File: config.mk
export PLATFORM = sky130hd
export DESIGN_NAME = matriz_leds_param
export DESIGN_NICKNAME = d
export VERILOG_FILES = /design/src/rtl/matriz_leds_param.sv
export SDC_FILE = /design/constraint.sdc
export NUM_CORES = 1
export LEC_CHECK = 0
export CAP_MARGIN = 5
export CORE_UTILIZATION = 51
export DETAILED_ROUTE_END_ITERATION = 16
export PLACE_DENSITY = 0.85
export SLEW_MARGIN = 0
export SYNTH_ARGS = -nofsm -noshare
export SYNTH_HDL_FRONTEND = slang
export SYNTH_SLANG_ARGS = --single-unit
File: constraint.sdc
create_clock -name clk -period 1.9 [get_ports clk]
set_clock_uncertainty 0.2 [all_clocks]
set_input_delay 0.19 -clock clk [delete_from_list [all_inputs] [get_ports clk]]
set_output_delay 0.19 -clock clk [all_outputs]
set_load 0.02 [all_outputs]
File: src/rtl/matriz_leds_param.sv
// matriz_leds_param -- parametrised LED-matrix puzzle controller.
//
// Holds a ROWS x COLS LED state. A rising edge on any button XORs that button's
// toggle mask into the state. Rows are multiplexed with a SCAN_DIV-cycle row
// period. A sequential engine compares the matrix against a loadable target one
// row per cycle and reports the result on nivel_concluido.
//
// Ports:
//   clk             system clock
//   rst             synchronous active-high reset
//   botoes          debounced button levels (N_BTN)
//   tgt_we          target row write strobe
//   tgt_row         target row index (writes with tgt_row >= ROWS are ignored)
//   tgt_data        target row pattern
//   nivel_concluido registered "matrix equals target" flag
//   jogadas         accepted move count, saturating at 255
//   colunas         column drive of the active row, active-high
//   linhas          row select, active-low, one-cold
//
// Build option: define SCAN_BLANK_EN to blank the display (linhas all 1s,
// colunas 0) during the last cycle of every row period.

module matriz_leds_param #(
  parameter int ROWS     = 8,
  parameter int COLS     = 8,
  parameter int N_BTN    = 8,
  parameter int SCAN_DIV = 1000,
  parameter logic [N_BTN*ROWS*COLS-1:0] BTN_MASKS = '0
) (
  input  logic                    clk,
  input  logic                    rst,
  input  logic [N_BTN-1:0]        botoes,
  input  logic                    tgt_we,
  input  logic [$clog2(ROWS)-1:0] tgt_row,
  input  logic [COLS-1:0]         tgt_data,
  output logic                    nivel_concluido,
  output logic [7:0]              jogadas,
  output logic [COLS-1:0]         colunas,
  output logic [ROWS-1:0]         linhas
);

  localparam int RW = $clog2(ROWS);
  localparam int CW = $clog2(SCAN_DIV);

  typedef enum logic [1:0] {CMP_IDLE, CMP_CHECK, CMP_DONE} cmp_state_t;

  logic [N_BTN-1:0] botoes_prev;
  logic [N_BTN-1:0] press;
  logic [COLS-1:0]  led_q [ROWS];
  logic [COLS-1:0]  led_d [ROWS];
  logic [COLS-1:0]  tgt_q [ROWS];
  logic             tgt_accept;
  logic             change;
  logic             dirty_q;
  logic             dirty_clr;

  logic [CW-1:0]    cnt_q, cnt_d;
  logic             cnt_last;
  logic [RW-1:0]    linha_q, linha_d;
  logic             blank_d;

  cmp_state_t       state_q, state_d;
  logic [RW-1:0]    row_q, row_d;
  logic             acc_q, acc_d;
  logic             nivel_d;
  logic             row_match;

  assign press      = botoes & ~botoes_prev;
  assign tgt_accept = tgt_we && ({1'b0, tgt_row} < (RW+1)'(ROWS));
  assign change     = (|press) || tgt_accept;
  assign row_match  = (led_q[row_q] == tgt_q[row_q]);

  // Buttons pressed in the same cycle combine by XOR, so shared LEDs cancel.
  always_comb begin
    for (int unsigned r = 0; r < ROWS; r++) begin
      led_d[r] = led_q[r];
      for (int unsigned b = 0; b < N_BTN; b++) begin
        if (press[b]) begin
          led_d[r] = led_d[r] ^ BTN_MASKS[b*ROWS*COLS + r*COLS +: COLS];
        end
      end
    end
  end

  always_comb begin
    cnt_last = (cnt_q == CW'(SCAN_DIV-1));
    cnt_d    = cnt_last ? '0 : cnt_q + 1'b1;
    linha_d  = linha_q;
    if (cnt_last) begin
      linha_d = (linha_q == RW'(ROWS-1)) ? '0 : linha_q + 1'b1;
    end
`ifdef SCAN_BLANK_EN
    blank_d = (cnt_d == CW'(SCAN_DIV-1));
`else
    blank_d = 1'b0;
`endif
  end

  // A change seen in DONE goes straight back to CHECK so that the result
  // always lands ROWS+2 cycles after the last change.
  always_comb begin
    state_d   = state_q;
    row_d     = row_q;
    acc_d     = acc_q;
    nivel_d   = nivel_concluido;
    dirty_clr = 1'b0;
    case (state_q)
      CMP_IDLE: begin
        if (dirty_q) begin
          state_d   = CMP_CHECK;
          row_d     = '0;
          acc_d     = 1'b1;
          dirty_clr = 1'b1;
        end
      end
      CMP_CHECK: begin
        if (dirty_q) begin
          row_d     = '0;
          acc_d     = 1'b1;
          dirty_clr = 1'b1;
        end else begin
          acc_d = acc_q & row_match;
          if (row_q == RW'(ROWS-1)) begin
            state_d = CMP_DONE;
          end else begin
            row_d = row_q + 1'b1;
          end
        end
      end
      CMP_DONE: begin
        nivel_d = acc_q;
        if (dirty_q) begin
          state_d   = CMP_CHECK;
          row_d     = '0;
          acc_d     = 1'b1;
          dirty_clr = 1'b1;
        end else begin
          state_d = CMP_IDLE;
        end
      end
      default: state_d = CMP_IDLE;
    endcase
  end

  always_ff @(posedge clk) begin
    if (rst) begin
      state_q         <= CMP_IDLE;
      row_q           <= '0;
      acc_q           <= 1'b0;
      nivel_concluido <= 1'b0;
    end else begin
      state_q         <= state_d;
      row_q           <= row_d;
      acc_q           <= acc_d;
      nivel_concluido <= nivel_d;
    end
  end

  // Display outputs are registered from next-state values so they line up
  // with the counter/row registers and already show any toggle of this edge.
  always_ff @(posedge clk) begin
    if (rst) begin
      botoes_prev <= '0;
      for (int unsigned r = 0; r < ROWS; r++) begin
        led_q[r] <= '0;
        tgt_q[r] <= '0;
      end
      jogadas <= '0;
      dirty_q <= 1'b0;
      cnt_q   <= '0;
      linha_q <= '0;
      linhas  <= ~ROWS'(1);
      colunas <= '0;
    end else begin
      botoes_prev <= botoes;
      for (int unsigned r = 0; r < ROWS; r++) begin
        led_q[r] <= led_d[r];
      end
      if (tgt_accept) begin
        tgt_q[tgt_row] <= tgt_data;
      end
      if ((|press) && (jogadas != 8'hFF)) begin
        jogadas <= jogadas + 8'd1;
      end
      dirty_q <= change | (dirty_q & ~dirty_clr);
      cnt_q   <= cnt_d;
      linha_q <= linha_d;
      if (blank_d) begin
        linhas  <= '1;
        colunas <= '0;
      end else begin
        linhas  <= ~(ROWS'(1) << linha_d);
        colunas <= led_d[linha_d];
      end
    end
  end

endmodule

==> results.yml <==
synthesis:
  synthDistinctLibCells: 44
  syn_inst: 385
  synthMuxAreaShare: 0.0157
  synth_top_family_by_area: "simple AND/OR/NAND/NOR gates"
  synth_simple_gate_area_share: 0.249
  synth_edf_count: 64
  synth_compound_area_frac: 0.0345
  ys.flop_type: "edfxtp_1"
  yosysWarnings: 0
  avgSynthCellArea_um2: 11.8
  syn_area_um2: 4530
  synthAdderAreaFrac: 0.0166
  seq_area_frac_synth: 0.636
  async_flop_share: 0
  synthXorXnorAreaFrac: 0.0213
  synth_seq_cells: 112
global_route:
  use_met3: 0.0600
  grt_busiest_layer: "met2"
  grt_pass1_wl_um: 14200
  grt_antenna_before_repair: 1
  grt_pass1_vias: 3110
  grt_max_degree: 24
  overflow: 0
  grt_util_met1: 0.232
  grt.total_usage: 0.213
  use_met2: 0.375
worst_setup_path:
  startpoint_type: "flop"
  worstSetupPathType: "flop to flop"
  cp_max_fo: 4
  required_ns: 1.99
  cpMaxStageDelayCell: "or4_4"
  slowest_delay_ns: 0.44
  end_kind: "flop"
  crit_chain: "ha_4, nand4b_1, or3_4, or4_4, a21oi_4, nand2_1"
  arrival_ns: 1.97
cells_and_area:
  num-nets-final: 491
  layout_common_cells: "and2_1 (64), edfxtp_1 (64), dfxtp_1 (44)"
  drive_gt1_frac: 0.171
  fill_cells: 649
  diodes: 0
  fin_cells: 576
  final_area_um2: 5560
  area_growth_pct: 22.7
clock_tree:
  numCtsBuffers: 9
  cts_max_level: 3
  cts.sinks: 112
  cts_tree: "built"
  insertion_delay_ns: 0.38
  cts_root_buf: "clkbuf_8"
  cts_max_path_buffers: 2
  clk_pin_slew_worst_paths_ns: 0.11
timing:
  setup_violations: 0
  hold_viol_final: 0
  fmax_mhz: 532
  period_minus_slack_ns: 1.88
  hold_slack_ns: 0.187
  rsz0062_at_grt: "true"
  maxSlewViolCount: 0
  fin_crit_sh: 0.989
route:
  viasPerCell: 5.28
  drt_iter0_markers: 175
  ant_nets: 0
  drc: 0
  wire_per_inst_um: 15.8
  dr.pass1.iters: 4
  vias: 3039
  wl_um: 9090
floorplanning:
  io_pins: 47
  core_um2: 8680
  die_w_um: 96.3
  die_h_um: 96.3
  fp.dieArea_um2: 9270
  initial_utilization: 0.522
  rows: 34
worst_hold_path:
  hp-class: "input pin to flop"
power_and_ir_drop:
  power_density_nw_per_um2: 805
  ir_drop_mv: 0.457
  p_leak_nw: 2.13
place:
  dpl.hpwl_um: 6350
  place_area_um2: 5280
  gp_congestion: 0.778
  port-buffer-count: 38
  dp.cells: 559
run_status:
  status: "finished, final reports clean"
flow_run:
  max_cap_viol_count: 0
## critical path: cells and delay by family (launching register included)
family	cells	cell delay, ns
AOI/OAI and AO/OA	1	0.14
and+or+nand+nor	4	0.96
DFF	1	0.36
adders and majority gates	1	0.13
## path summary, 6_finish.rpt
kind	startpoint	end	slack, ns	cells past startpoint
min	botoes[3]	botoes_prev[3]$_SDFF_PP0_	0.19	2
min reg2reg	cnt_q[0]$_SDFF_PP0_	cnt_q[0]$_SDFF_PP0_	0.33	2
max reg2reg	cnt_q[1]$_SDFF_PP0_	linhas[1]$_SDFF_PP1_	0.02	6
max	cnt_q[1]$_SDFF_PP0_	linhas[1]$_SDFF_PP1_	0.02	6
## cell type report
class | instances | area (um2) | share of cell area
Sequential cell | 112 | 2890 | 0.519
Multi-Input combinational cell | 259 | 1620 | 0.292
Timing Repair Buffer | 75 | 688 | 0.124
Tap cell | 108 | 135 | 0.0243
Clock buffer | 10 | 128 | 0.0230
Clock inverter | 6 | 75.1 | 0.0135
Inverter | 6 | 22.5 | 0.00405
## stage by stage
step            util  TNS [ns]  setup WS, ns  total power, W
4_1_cts        0.633         0       0.00426         0.00450
3_3_place_gp   0.608     -6.94        -0.202         0.00305
5_1_grt        0.641    -0.199       -0.0397         0.00462
3_5_place_dp   0.608     -9.23        -0.244         0.00308
6_report       0.641         0        0.0209         0.00447
2_1_floorplan      -    -0.144       -0.0810         0.00292
## metal layers
layer | share of wire | vias up
li1 | - | 1493
met1 | 0.39 | 1455
met2 | 0.53 | 75
met3 | 0.056 | 16
met4 | 0.022 | 0
met5 | 0 | -
## cells in the mapped netlist, types with 2 or more instances
master | n | area share
and2_1 | 64 | 0.088
edfxtp_1 | 64 | 0.42
dfxtp_1 | 48 | 0.21
nor2_1 | 41 | 0.034
nand2_1 | 15 | 0.012
nand3_1 | 14 | 0.015
nor4_1 | 12 | 0.017
or2_2 | 10 | 0.014
a21oi_1 | 9 | 0.0099
nand2b_1 | 9 | 0.012
nor3_1 | 9 | 0.0099
buf_4 | 8 | 0.013
nor2b_1 | 8 | 0.011
ha_1 | 6 | 0.017
inv_1 | 6 | 0.0050
mux2i_1 | 6 | 0.013
xor2_1 | 6 | 0.012
clkbuf_1 | 5 | 0.0041
xnor2_1 | 5 | 0.0097
nand4_1 | 4 | 0.0055
o2111ai_1 | 4 | 0.0077
o211ai_1 | 3 | 0.0050
and3_1 | 2 | 0.0028
nand3b_1 | 2 | 0.0033
nand4b_1 | 2 | 0.0039
o21ai_1 | 2 | 0.0022
o31ai_1 | 2 | 0.0033
or3_1 | 2 | 0.0028
or4_1 | 2 | 0.0033
## kinds of logic (layout without fill, tap and decap cells)
| group | after synthesis | in the layout |
|---|---|---|
| and+or+nand+nor | 203 | 203 |
| DFF | 112 | 112 |
| AOI/OAI and AO/OA | 24 | 24 |
| buffers and inverters | 21 | 97 |
| xor gates and xnor gates | 11 | 11 |
| muxes | 7 | 7 |
| adders and majority gates | 6 | 6 |
| other | 1 | 8 |
## repair_timing
action	CTS	global route
gates cloned	0	0
hold buffers	0	0
pin swaps	1	1
setup buffers	0	1
endpoints found under the setup margin	11	25
resized for setup	4	14
## where the power goes
| part | internal, W | switching, W | leakage (nW) |
|---|---|---|---|
| Sequential | 0.00267 | 0.0000465 | 1.01 |
| Clock | 0.000631 | 0.000816 | 0.0994 |
| Combinational | 0.000137 | 0.000171 | 1.02 |
| Total | 0.00344 | 0.00103 | 2.13 |
## registers in the layout, indices dropped and copies added, names as in the netlist, 2 cells and up, named ones only
register	cells
linhas	8
jogadas	8
row_q	3
state_q	2
botoes_prev	8
linha_q	3
tgt_q	64
cnt_q	10
(Power assumes the default switching activity.)
==> patch: new RTL, config.mk and constraints unchanged <==
Add an input register stage for `botoes`, `tgt_we`, `tgt_row` and `tgt_data`, cleared by the reset; this delays them by one clock.
--- a/src/rtl/matriz_leds_param.sv
+++ b/src/rtl/matriz_leds_param.sv
@@ -44,6 +44,25 @@
 
   typedef enum logic [1:0] {CMP_IDLE, CMP_CHECK, CMP_DONE} cmp_state_t;
 
+  logic [N_BTN-1:0] botoes_q;
+  logic tgt_we_q;
+  logic [$clog2(ROWS)-1:0] tgt_row_q;
+  logic [COLS-1:0] tgt_data_q;
+
+  always_ff @(posedge clk) begin
+    if (rst) begin
+      botoes_q   <= '0;
+      tgt_we_q   <= '0;
+      tgt_row_q  <= '0;
+      tgt_data_q <= '0;
+    end else begin
+      botoes_q   <= botoes;
+      tgt_we_q   <= tgt_we;
+      tgt_row_q  <= tgt_row;
+      tgt_data_q <= tgt_data;
+    end
+  end
+
   logic [N_BTN-1:0] botoes_prev;
   logic [N_BTN-1:0] press;
   logic [COLS-1:0]  led_q [ROWS];
@@ -65,8 +84,8 @@
   logic             nivel_d;
   logic             row_match;
 
-  assign press      = botoes & ~botoes_prev;
-  assign tgt_accept = tgt_we && ({1'b0, tgt_row} < (RW+1)'(ROWS));
+  assign press      = botoes_q & ~botoes_prev;
+  assign tgt_accept = tgt_we_q && ({1'b0, tgt_row_q} < (RW+1)'(ROWS));
   assign change     = (|press) || tgt_accept;
   assign row_match  = (led_q[row_q] == tgt_q[row_q]);
 
@@ -172,12 +191,12 @@
       linhas  <= ~ROWS'(1);
       colunas <= '0;
     end else begin
-      botoes_prev <= botoes;
+      botoes_prev <= botoes_q;
       for (int unsigned r = 0; r < ROWS; r++) begin
         led_q[r] <= led_d[r];
       end
       if (tgt_accept) begin
-        tgt_q[tgt_row] <= tgt_data;
+        tgt_q[tgt_row_q] <= tgt_data_q;
       end
       if ((|press) && (jogadas != 8'hFF)) begin
         jogadas <= jogadas + 8'd1;
Behaviour: not the same (a bounded check fails within 4 cycles, from zero or initial values and one cycle with rst high).
==> patch against the unedited design <==
- routed wire length up 26%
- combinational power up 5%
- the flow now finishes with violations (negative setup slack)
- worst setup slack lost 0.16 ns
- critical path depth is the same
- design area is 18% higher
- die area grew 13%
- largest cell class unchanged
- clock power rose by 140%
- total power grew 55%
- utilization rose by 3.0 points
- sequential cell count rose by 20
- critical path type unchanged
- area after synthesis grew 14%
==> patch: results (changes against the unedited design) <==
Finish
  • Final-layout non-clock buffer area share: 0.09169 (was 0.1238)
  • Share of layout cells above drive strength 1: 0.1843 (was 0.1709)
  • Multi-input gates: 282 (was 259)
  • Number of fill cells in the layout: 630 (was 649)
  • Clk tree area frac: 0.09570 (was 0.03646)
  • Inverters: 7 (was 6)
  • Area of the multi-input gates: 1843 um^2 (was 1623 um^2)
  • Seq cells: 132 (was 112)

Global route
  • Largest net degree at the start of global routing: 65 (was 24)
  • Met2 Track Usage GR: 0.3867 (was 0.3747)
  • GRT met1 Usage: 0.2491 (was 0.2316)
  • Vias in the first global route: 3537 (was 3110)

Route
  • Met2 wire length: 6336 um (was 4837 um)
  • Routed wire per std cell: 17.57 um (was 15.77 um)
  • Vias/cell: 5.477 (was 5.276)
  • Total number of vias: 3582 (was 3039)

STA
  • Final Setup Violations: 6 (was 0)
  • Setup WS post-layout: -0.1409 ns (was 0.02093 ns)

Outcome
  • Run status: complete, but fails checks (was complete, no violations)
  • Failing checks: negative setup slack

Yosys
  • Seq/Total Area, Yosys: 0.6372 (was 0.6361)
  • Top FF cell, synth: dfxtp_1 (was edfxtp_1)
  • Yosys cell types: 48 (was 44)

Clock tree
  • H-tree depth: 4 (was 3)
  • Post-CTS Resized: 16 (was 4)
  • Worst-Skew Late Latency: 0.52 ns (was 0.38 ns)

Placed design
  • RePlAce Congestion: 0.7419 (was 0.7781)
  • Dpl hpwl: 6215 um (was 6346 um)

Pwr
  • Maximum vdd drop: 752.5 uV (was 456.5 uV)
  • Sw Ratio: 0.2106 (was 0.2309)
  • Clk. pwr: 3.46 mW (was 1.45 mW)

Critical path
  • Worst path slowest cell: or3_4 (was or4_4)
[patch: cell count changes after synthesis, sizes merged, moves of 3 or more]
| cell | unedited run | this run |
|---|---|---|
| o21ai | 3 | 7 |
| nor2 | 41 | 32 |
| dfxtp | 48 | 68 |
| nor2b | 8 | 28 |
| clkbuf | 5 | 8 |
| a22oi | 0 | 3 |
| or3 | 2 | 8 |
| xnor2 | 5 | 2 |
| a21oi | 10 | 15 |
| or3b | 1 | 4 |
| nand2 | 15 | 11 |
[patch: metrics by stage]
step	power (mW)	hold WS, ns	setup slack [ns]
floorplan	3.375	0.1182	-0.07920
global placement	3.486	0.2131	-0.03956
detailed placement	3.507	0.2396	-0.08505
CTS	6.938	0.004582	-0.09863
global route	7.125	0.01117	-0.2044
finish	6.936	0.01936	-0.1409
[patch: cell families after synthesis]
group | share of synthesized area
flops | 0.6372
xor+xnor | 0.01360
other cells | 0.0007278
buf+inv | 0.03011
simple gates | 0.2475
fa+ha+maj | 0.01457
mux | 0.009956
compound gates | 0.04638
